[config.mk]
export PLATFORM = sky130hd
export DESIGN_NAME = gray_to_bin_tracker
export DESIGN_NICKNAME = d
export VERILOG_FILES = /design/src/rtl/gray_to_bin_tracker.sv
export SDC_FILE = /design/constraint.sdc
export NUM_CORES = 1
export LEC_CHECK = 0
export CAP_MARGIN = 20
export CORE_MARGIN = 4
export CORE_UTILIZATION = 45
export DETAILED_ROUTE_END_ITERATION = 6
export PLACE_DENSITY_LB_ADDON = 0.05
export SLEW_MARGIN = 20
export SYNTH_ARGS = -nofsm -noshare
export SYNTH_HDL_FRONTEND = slang
export SYNTH_SLANG_ARGS = --single-unit
[constraint.sdc]
create_clock -name i_clk -period 2.35 [get_ports i_clk]
set_clock_uncertainty 0.05 [all_clocks]
set_input_delay 0.47 -clock i_clk [delete_from_list [all_inputs] [get_ports i_clk]]
set_output_delay 0.47 -clock i_clk [all_outputs]
set_load 0.05 [all_outputs]
[src/rtl/gray_to_bin_tracker.sv]
// Gray-to-binary decoder with step tracking.
// Each captured Gray sample is decoded and registered, then classified
// against the previous position as hold, +1, -1 or an illegal jump.
// Illegal jumps are tallied in a saturating counter.
module gray_to_bin_tracker #(
   parameter int WIDTH = 4,
   parameter int ERRW  = 8
) (
   input  logic             i_clk,
   input  logic             i_rst_n,
   input  logic [WIDTH-1:0] i_g,
   input  logic             i_g_valid,
   input  logic             i_clear,
   output logic [WIDTH-1:0] o_b,
   output logic             o_b_valid,
   output logic             o_step_up,
   output logic             o_step_dn,
   output logic             o_err,
   output logic [ERRW-1:0]  o_err_cnt,
   output logic             o_locked
);

   typedef enum logic {
      S_INIT  = 1'b0,
      S_TRACK = 1'b1
   } state_t;

   localparam logic [WIDTH-1:0] DELTA_UP = WIDTH'(1);
   localparam logic [WIDTH-1:0] DELTA_DN = '1;
   localparam logic [ERRW-1:0]  CNT_MAX  = '1;
   localparam logic [ERRW-1:0]  CNT_ONE  = ERRW'(1);

   state_t           r_state;
   state_t           w_state_next;
   // The registered output b is always the last decoded position, so it
   // also serves as the reference value b_prev for the next comparison.
   logic [WIDTH-1:0] r_b;
   logic             r_b_valid;
   logic             r_step_up;
   logic             r_step_dn;
   logic             r_err;
   logic [ERRW-1:0]  r_err_cnt;
   logic             r_locked;

   logic [WIDTH-1:0] w_dec;
   logic [WIDTH-1:0] w_delta;
   logic             w_step_up;
   logic             w_step_dn;
   logic             w_err;

   // Gray decode: each binary bit is the XOR of all Gray bits at and above it.
   always_comb begin
      w_dec = '0;
      for (int i = 0; i < WIDTH; i++) begin
         w_dec[i] = ^(i_g >> i);
      end
   end

   assign w_delta = w_dec - r_b;

   // Next state and step classification; a sample taken with clear or in
   // INIT only establishes the reference and never reports a step or error.
   always_comb begin
      w_state_next = r_state;
      w_step_up    = 1'b0;
      w_step_dn    = 1'b0;
      w_err        = 1'b0;
      if (i_g_valid) begin
         w_state_next = S_TRACK;
         if (!i_clear && (r_state == S_TRACK)) begin
            if (w_delta == DELTA_UP) begin
               w_step_up = 1'b1;
            end else if (w_delta == DELTA_DN) begin
               w_step_dn = 1'b1;
            end else if (w_delta != '0) begin
               w_err = 1'b1;
            end
         end
      end else if (i_clear) begin
         w_state_next = S_INIT;
      end
   end

   // State register.
   always_ff @(posedge i_clk or negedge i_rst_n) begin
      if (!i_rst_n) begin
         r_state <= S_INIT;
      end else begin
         r_state <= w_state_next;
      end
   end

   // Position register and one-cycle result pulses.
   always_ff @(posedge i_clk or negedge i_rst_n) begin
      if (!i_rst_n) begin
         r_b       <= '0;
         r_b_valid <= 1'b0;
         r_step_up <= 1'b0;
         r_step_dn <= 1'b0;
         r_err     <= 1'b0;
      end else begin
         if (i_g_valid) begin
            r_b <= w_dec;
         end
         r_b_valid <= i_g_valid;
         r_step_up <= w_step_up;
         r_step_dn <= w_step_dn;
         r_err     <= w_err;
      end
   end

   // Saturating illegal-jump counter; clear takes priority.
   always_ff @(posedge i_clk or negedge i_rst_n) begin
      if (!i_rst_n) begin
         r_err_cnt <= '0;
      end else if (i_clear) begin
         r_err_cnt <= '0;
      end else if (w_err && (r_err_cnt != CNT_MAX)) begin
         r_err_cnt <= r_err_cnt + CNT_ONE;
      end
   end

   // Lock flag follows TRACK, but is held low for the cycle after a clear so
   // that a clear is visible even when a sample re-establishes the reference.
   always_ff @(posedge i_clk or negedge i_rst_n) begin
      if (!i_rst_n) begin
         r_locked <= 1'b0;
      end else begin
         r_locked <= (w_state_next == S_TRACK) && !i_clear;
      end
   end

   assign o_b       = r_b;
   assign o_b_valid = r_b_valid;
   assign o_step_up = r_step_up;
   assign o_step_dn = r_step_dn;
   assign o_err     = r_err;
   assign o_err_cnt = r_err_cnt;
   assign o_locked  = r_locked;

endmodule

### Yosys cells after proc, flatten, opt, wreduce, memory -nomap -nowiden

Cells that the tools add are included.

| cells by class | value |
|---|---|
| add/subtract/negate cells | 2 |
| equal/unequal tests | 3 |
| mux-type cells | 16 |
| reduce and logical (&&, ||, !) cells | 10 |

Operators with widths:

| cell | count |
|---|---|
| $mux W8 | 2 |
| $reduce_xor A4 Y1 | 4 |
| $mux W1 | 14 |
| $add A8 B1 Y8 const B | 1 |
| $ne A8 B8 Y1 const B | 1 |
| $eq A4 B1 Y1 const B | 1 |
| $eq A4 B4 Y1 const B | 1 |
| $reduce_bool A4 Y1 | 1 |
| $sub A4 B4 Y4 | 1 |
| $logic_and A1 B1 Y1 | 3 |
| $reduce_bool A2 Y1 | 1 |
| $logic_not A1 Y1 | 1 |

| storage, ports and cells | value |
|---|---|
| flip-flop bits (word level) | 18 |
| output and inout port bits | 17 |
| word-level logic and storage cells | 39 |

### Depth between registers and ports, before layout

Gate-level depths: netlist of run 1.

| depth | value |
|---|---|
| depth in word-level cells | 11 |
| gate-level depth with buffers | 11 |
| depth with buffers taken out | 11 |

### Worst setup path before layout of run 1

No wires, ideal clock.

| path | value |
|---|---|
| path kind | input port to flip-flop |
| start point | input port i_g[2] |
| end point | register r_err_cnt[6] (netlist: o_err_cnt[6]) |
| data arrival time | 2.933 ns |
| data required time | 2.175 ns |
| path slack | -0.758 ns |
| stages | 11 |
| path through | xnor2_1 xnor2_1 xnor2_1 ha_1 inv_1 fa_1 nand2b_1 nand2b_1 or3_4 and3_4 mux2_4 |

| between the ends | value |
|---|---|
| cells in the longest elaborated chain, start to end | 10 |
| elaborated cells on any way between the ends | 14 |
| classes of those cells | 1 x add/sub; 2 x eq/ne; 5 x mux; 6 x reduce/logical |

RTL lines:

| what | RTL line | source |
|---|---|---|
| from (decl) | 11 | `input logic [WIDTH-1:0] i_g,` |
| $reduce_xor A4 Y1 (*) | 55 | `w_dec[i] = ^(i_g >> i);` |
| named net w_dec[1] | 45 | `logic [WIDTH-1:0] w_dec;` |
| $sub A4 B4 Y4 (*) | 59 | `assign w_delta = w_dec - r_b;` |
| $reduce_bool A4 Y1 | 75 | `end else if (w_delta != '0) begin` |
| $mux W1 | 75 |  |
| $mux W1 | 73 | `end else if (w_delta == DELTA_DN) begin` |
| $mux W1 (*) | 71 | `if (w_delta == DELTA_UP) begin` |
| $mux W1 (*) | 70 | `if (!i_clear && (r_state == S_TRACK)) begin` |
| $mux W1 (*) | 68 | `if (i_g_valid) begin` |
| $logic_and A1 B1 Y1 (*) | 118 | `end else if (w_err && (r_err_cnt != CNT_MAX)) begin` |
| $reduce_bool A2 Y1 (no line) (*) | -- |  |
| to (signal assigned) | 119 | `r_err_cnt <= r_err_cnt + CNT_ONE;` |
| to (decl) | 42 | `logic [ERRW-1:0] r_err_cnt;` |

The timed path passes the listed nets; every way through them passes the cells marked *.
A chain may end at the register's enable or synchronous reset.

### Final worst setup path of run 1

| path | value |
|---|---|
| start point | input port i_g[3] |
| end point | register r_err_cnt[6] (netlist: o_err_cnt[6]) |

Same word-level chain as after synthesis.

==> results of run 1 <==
-- worst max path at each step --
stage / start / endpoint / slack (ns) / cells past startpoint
after detailed placement: i_g[3] / o_err_cnt[6] / -1.20 / 12
after floorplan: i_g[3] / o_err_cnt[6] / -0.64 / 11
after global routing: i_g[3] / o_err_cnt[6] / -0.44 / 12
after CTS: i_g[2] / o_err_cnt[6] / -0.41 / 12
after global placement: i_g[3] / o_err_cnt[6] / -1.12 / 12
final: i_g[3] / o_err_cnt[6] / -0.39 / 12
-- synth_stat cells (2+ instances only) --
master	n
nor3_1	3
nand4_1	2
a21oi_1	4
nand3b_1	2
nor4_1	2
nand2b_1	3
o21ai_0	3
nor2_1	9
nor2b_1	2
dfrtp_1	18
buf_2	2
mux2i_1	3
inv_1	6
xnor2_1	5
nand2_1	10
o21ai_1	2
mux2_2	3
ha_1	4
-- per-layer routing --
metal	global-route usage, %	share of wire, %	vias up
met3	5.26	5.0	4
met1	24.4	45	491
met2	30.9	49	29
met4	4.30	0.86	0
li1	-	-	493
met5	0	0	-
-- area by class of cell --
cell class	count	share of cell area, %
clock buffer	4	2.01
inverter	6	1.25
sequential	18	25.0
multi-input combinational	85	47.1
timing repair buffer	45	22.8
tap	28	1.94
-- through the flow --
stage / util [%] / hold slack (ns) / total power [mW] / instances / worst slack [ns]
floorplan: - / 0.124 / 0.701 / 111 / -0.636
global placement: 69.1 / 0.448 / 0.884 / 181 / -1.12
detailed placement: 69.1 / 0.467 / 0.897 / 181 / -1.20
CTS: 74.3 / 0.445 / 1.18 / 185 / -0.412
global route: 77.8 / 0.437 / 1.33 / 186 / -0.440
finish: 77.8 / 0.424 / 1.26 / 186 / -0.391
-- sequential cells by signal (all words and copies together) (netlist names) --
| register | flops |
|---|---|
| o_step_dn | 1 |
| r_state | 1 |
| o_b_valid | 1 |
| o_err | 1 |
| o_step_up | 1 |
| o_err_cnt | 8 |
| o_b | 4 |
| o_locked | 1 |
-- layout by cell type (no fill, tap or decap), types with 3 or more instances in the layout --
master            n
a21oi_1           3
buf_4            21
clkbuf_4          3
clkdlybuf4s50_1  20
dfrtp_1          18
inv_1             5
mux2_4            3
mux2i_1           3
nand2_1           9
nand2b_4          3
nor2_1            8
o21ai_2           3
xnor2_2           3
-- report_power, final --
part	switching, mW	total, mW	internal [mW]
Combinational	0.395	0.713	0.317
Sequential	0.0206	0.353	0.332
Clock	0.0999	0.194	0.0946
-- what timing repair did --
action,CTS,global route
buffers inserted,1,2
endpoints found under the setup margin,11,10
pin swaps,13,12
resized for setup,27,16
-- cells by family after synthesis --
| family | share of synthesized area [%] |
|---|---|
| AND/OR/NAND/NOR | 22.3 |
| AO/OA/AOI/OAI | 16.3 |
| flip-flops | 39.5 |
| buffers and inverters | 2.85 |
| XOR/XNOR | 6.03 |
| multiplexers | 6.91 |
| adder cells (fa/ha/maj) | 6.14 |
==> impl_metrics.env, run 1 <==
export IMPL_final_cell_area_sq_mm=0.00180
export IMPL_max_slew_margin_pct=66.5
export IMPL_clk_latency_ns=0.30
export IMPL_fin_crit_sh_pct=117
export IMPL_worstReg2RegEnd="o_err_cnt[6]"
export IMPL_violations="setup timing"
export IMPL_crit_path_start_kind="input port"
export IMPL_antenna_found_initial=0
export IMPL_rows=17
export IMPL_grt_pass1_wl_mm=4.87
export IMPL_path_max_fanout=2
export IMPL_ys_seq_elements=18
export IMPL_cts_hold_buffers=0
export IMPL_viasPerCell=5.47
export IMPL_synth_edff_count=0
export IMPL_port_buffer_count=24
export IMPL_dpl_hpwl_mm=2.08
export IMPL_layout_drive_gt1_share_pct=42.4
export IMPL_clk_path_buf_depth=2
export IMPL_worstMarginPinSlew_ns=0.500
export IMPL_r2r_start="o_b[0]"
export IMPL_slowest_stage="fa_2"
export IMPL_clockRootBuffer="clkbuf_4"
export IMPL_grt_max_degree=19
export IMPL_yosysWarnings=0
export IMPL_r2r_cells=8
export IMPL_rsz0062_at_grt="true"
export IMPL_grt_pass1_vias=1066
export IMPL_critPathArrivalTime_ns=2.89
export IMPL_synth_area_sq_mm=0.00114
export IMPL_timing_reg2reg_setup_slack_ns=-0.02
export IMPL_cp_required_ns=2.50
export IMPL_wl_per_cell_um=16.3
export IMPL_synth_area_top_cells="dfrtp_1 39%, ha_1 4.4%, xnor2_1 3.8%"
export IMPL_end_kind="flip-flop"
export IMPL_drtIter0Drc=26
export IMPL_gp_congestion=0.789
export IMPL_fillers=147
export IMPL_n_antenna_cell=0
export IMPL_synth_distinct_cells=46
export IMPL_ys_seq_area_share_pct=39.5
export IMPL_async_flop_share_pct=100
export IMPL_setup_tns_ns=-2.38
export IMPL_core_sq_mm=0.00232
export IMPL_cts_tree="built"
export IMPL_multiInputGateArea_sq_um=848
export IMPL_synth_area_leader_cell="dfrtp_1"
export IMPL_period_needed_ns=2.74
export IMPL_max_cap_viol_count=0
export IMPL_max_stage_delay_ns=0.57
export IMPL_cpLargestDelayFamily="adder cells"
export IMPL_dieArea_sq_mm=0.00341
export IMPL_leakagePower_nw=0.784
export IMPL_seqCellArea_sq_um=450
export IMPL_cts_buffers=3
export IMPL_cts_sinks=18
export IMPL_die_w_um=58.4
export IMPL_area_delta_synth_final_pct=58.0
export IMPL_die_h_um=58.4
export IMPL_irDropWorstVdd_v=0.000585
export IMPL_clkSlewWorstSetupHoldPaths_ns=0.11
export IMPL_ios=25
export IMPL_dr_pass1_iters=4
export IMPL_grt_overflow=0
export IMPL_drt_wl_total_mm=3.04
export IMPL_setup_ws_ns=-0.391
export IMPL_final_antenna_net_count=0
export IMPL_num_vias=1017
export IMPL_crit_buf_inv=2
export IMPL_nets=172
export IMPL_start_util_pct=49.2
export IMPL_cts_htree_levels=1
export IMPL_syn_num_nets=124
export IMPL_hold_path_class="in2async"
export IMPL_drv_slew=0
export IMPL_setup_viol_count_final=9
export IMPL_dpl_cell_area_sq_mm=0.00160
export IMPL_postSynthAreaPerCell_sq_um=10.3
export IMPL_ys_flop_type="dfrtp_1"
export IMPL_drc_errors=0
export IMPL_synth_top_area_share_pct=39.5
export IMPL_hold_viol_final=0
export IMPL_p_per_area_mw_per_mm2=699
export IMPL_status="finished with violations"
export IMPL_fmax_ghz=0.365
export IMPL_cp_cell_sequence="buf_8 -> xnor2_4 -> xnor2_2 -> xnor2_2 -> ha_2 -> inv_2 -> fa_2 -> nand2b_4 -> nand2b_4 -> or3_4 -> and3_4 -> mux2_4"
export IMPL_synth_cells=111
export IMPL_grt_total_usage_pct=18.8
export IMPL_path_class="in2reg"
Note: power is estimated with default switching activity, not from simulation.
==> run 2: changes to the inputs <==
- CAP_MARGIN: 20 -> unset
==> results of run 2 <==
Final layout, timing and power as in run 1 (identical DEF).
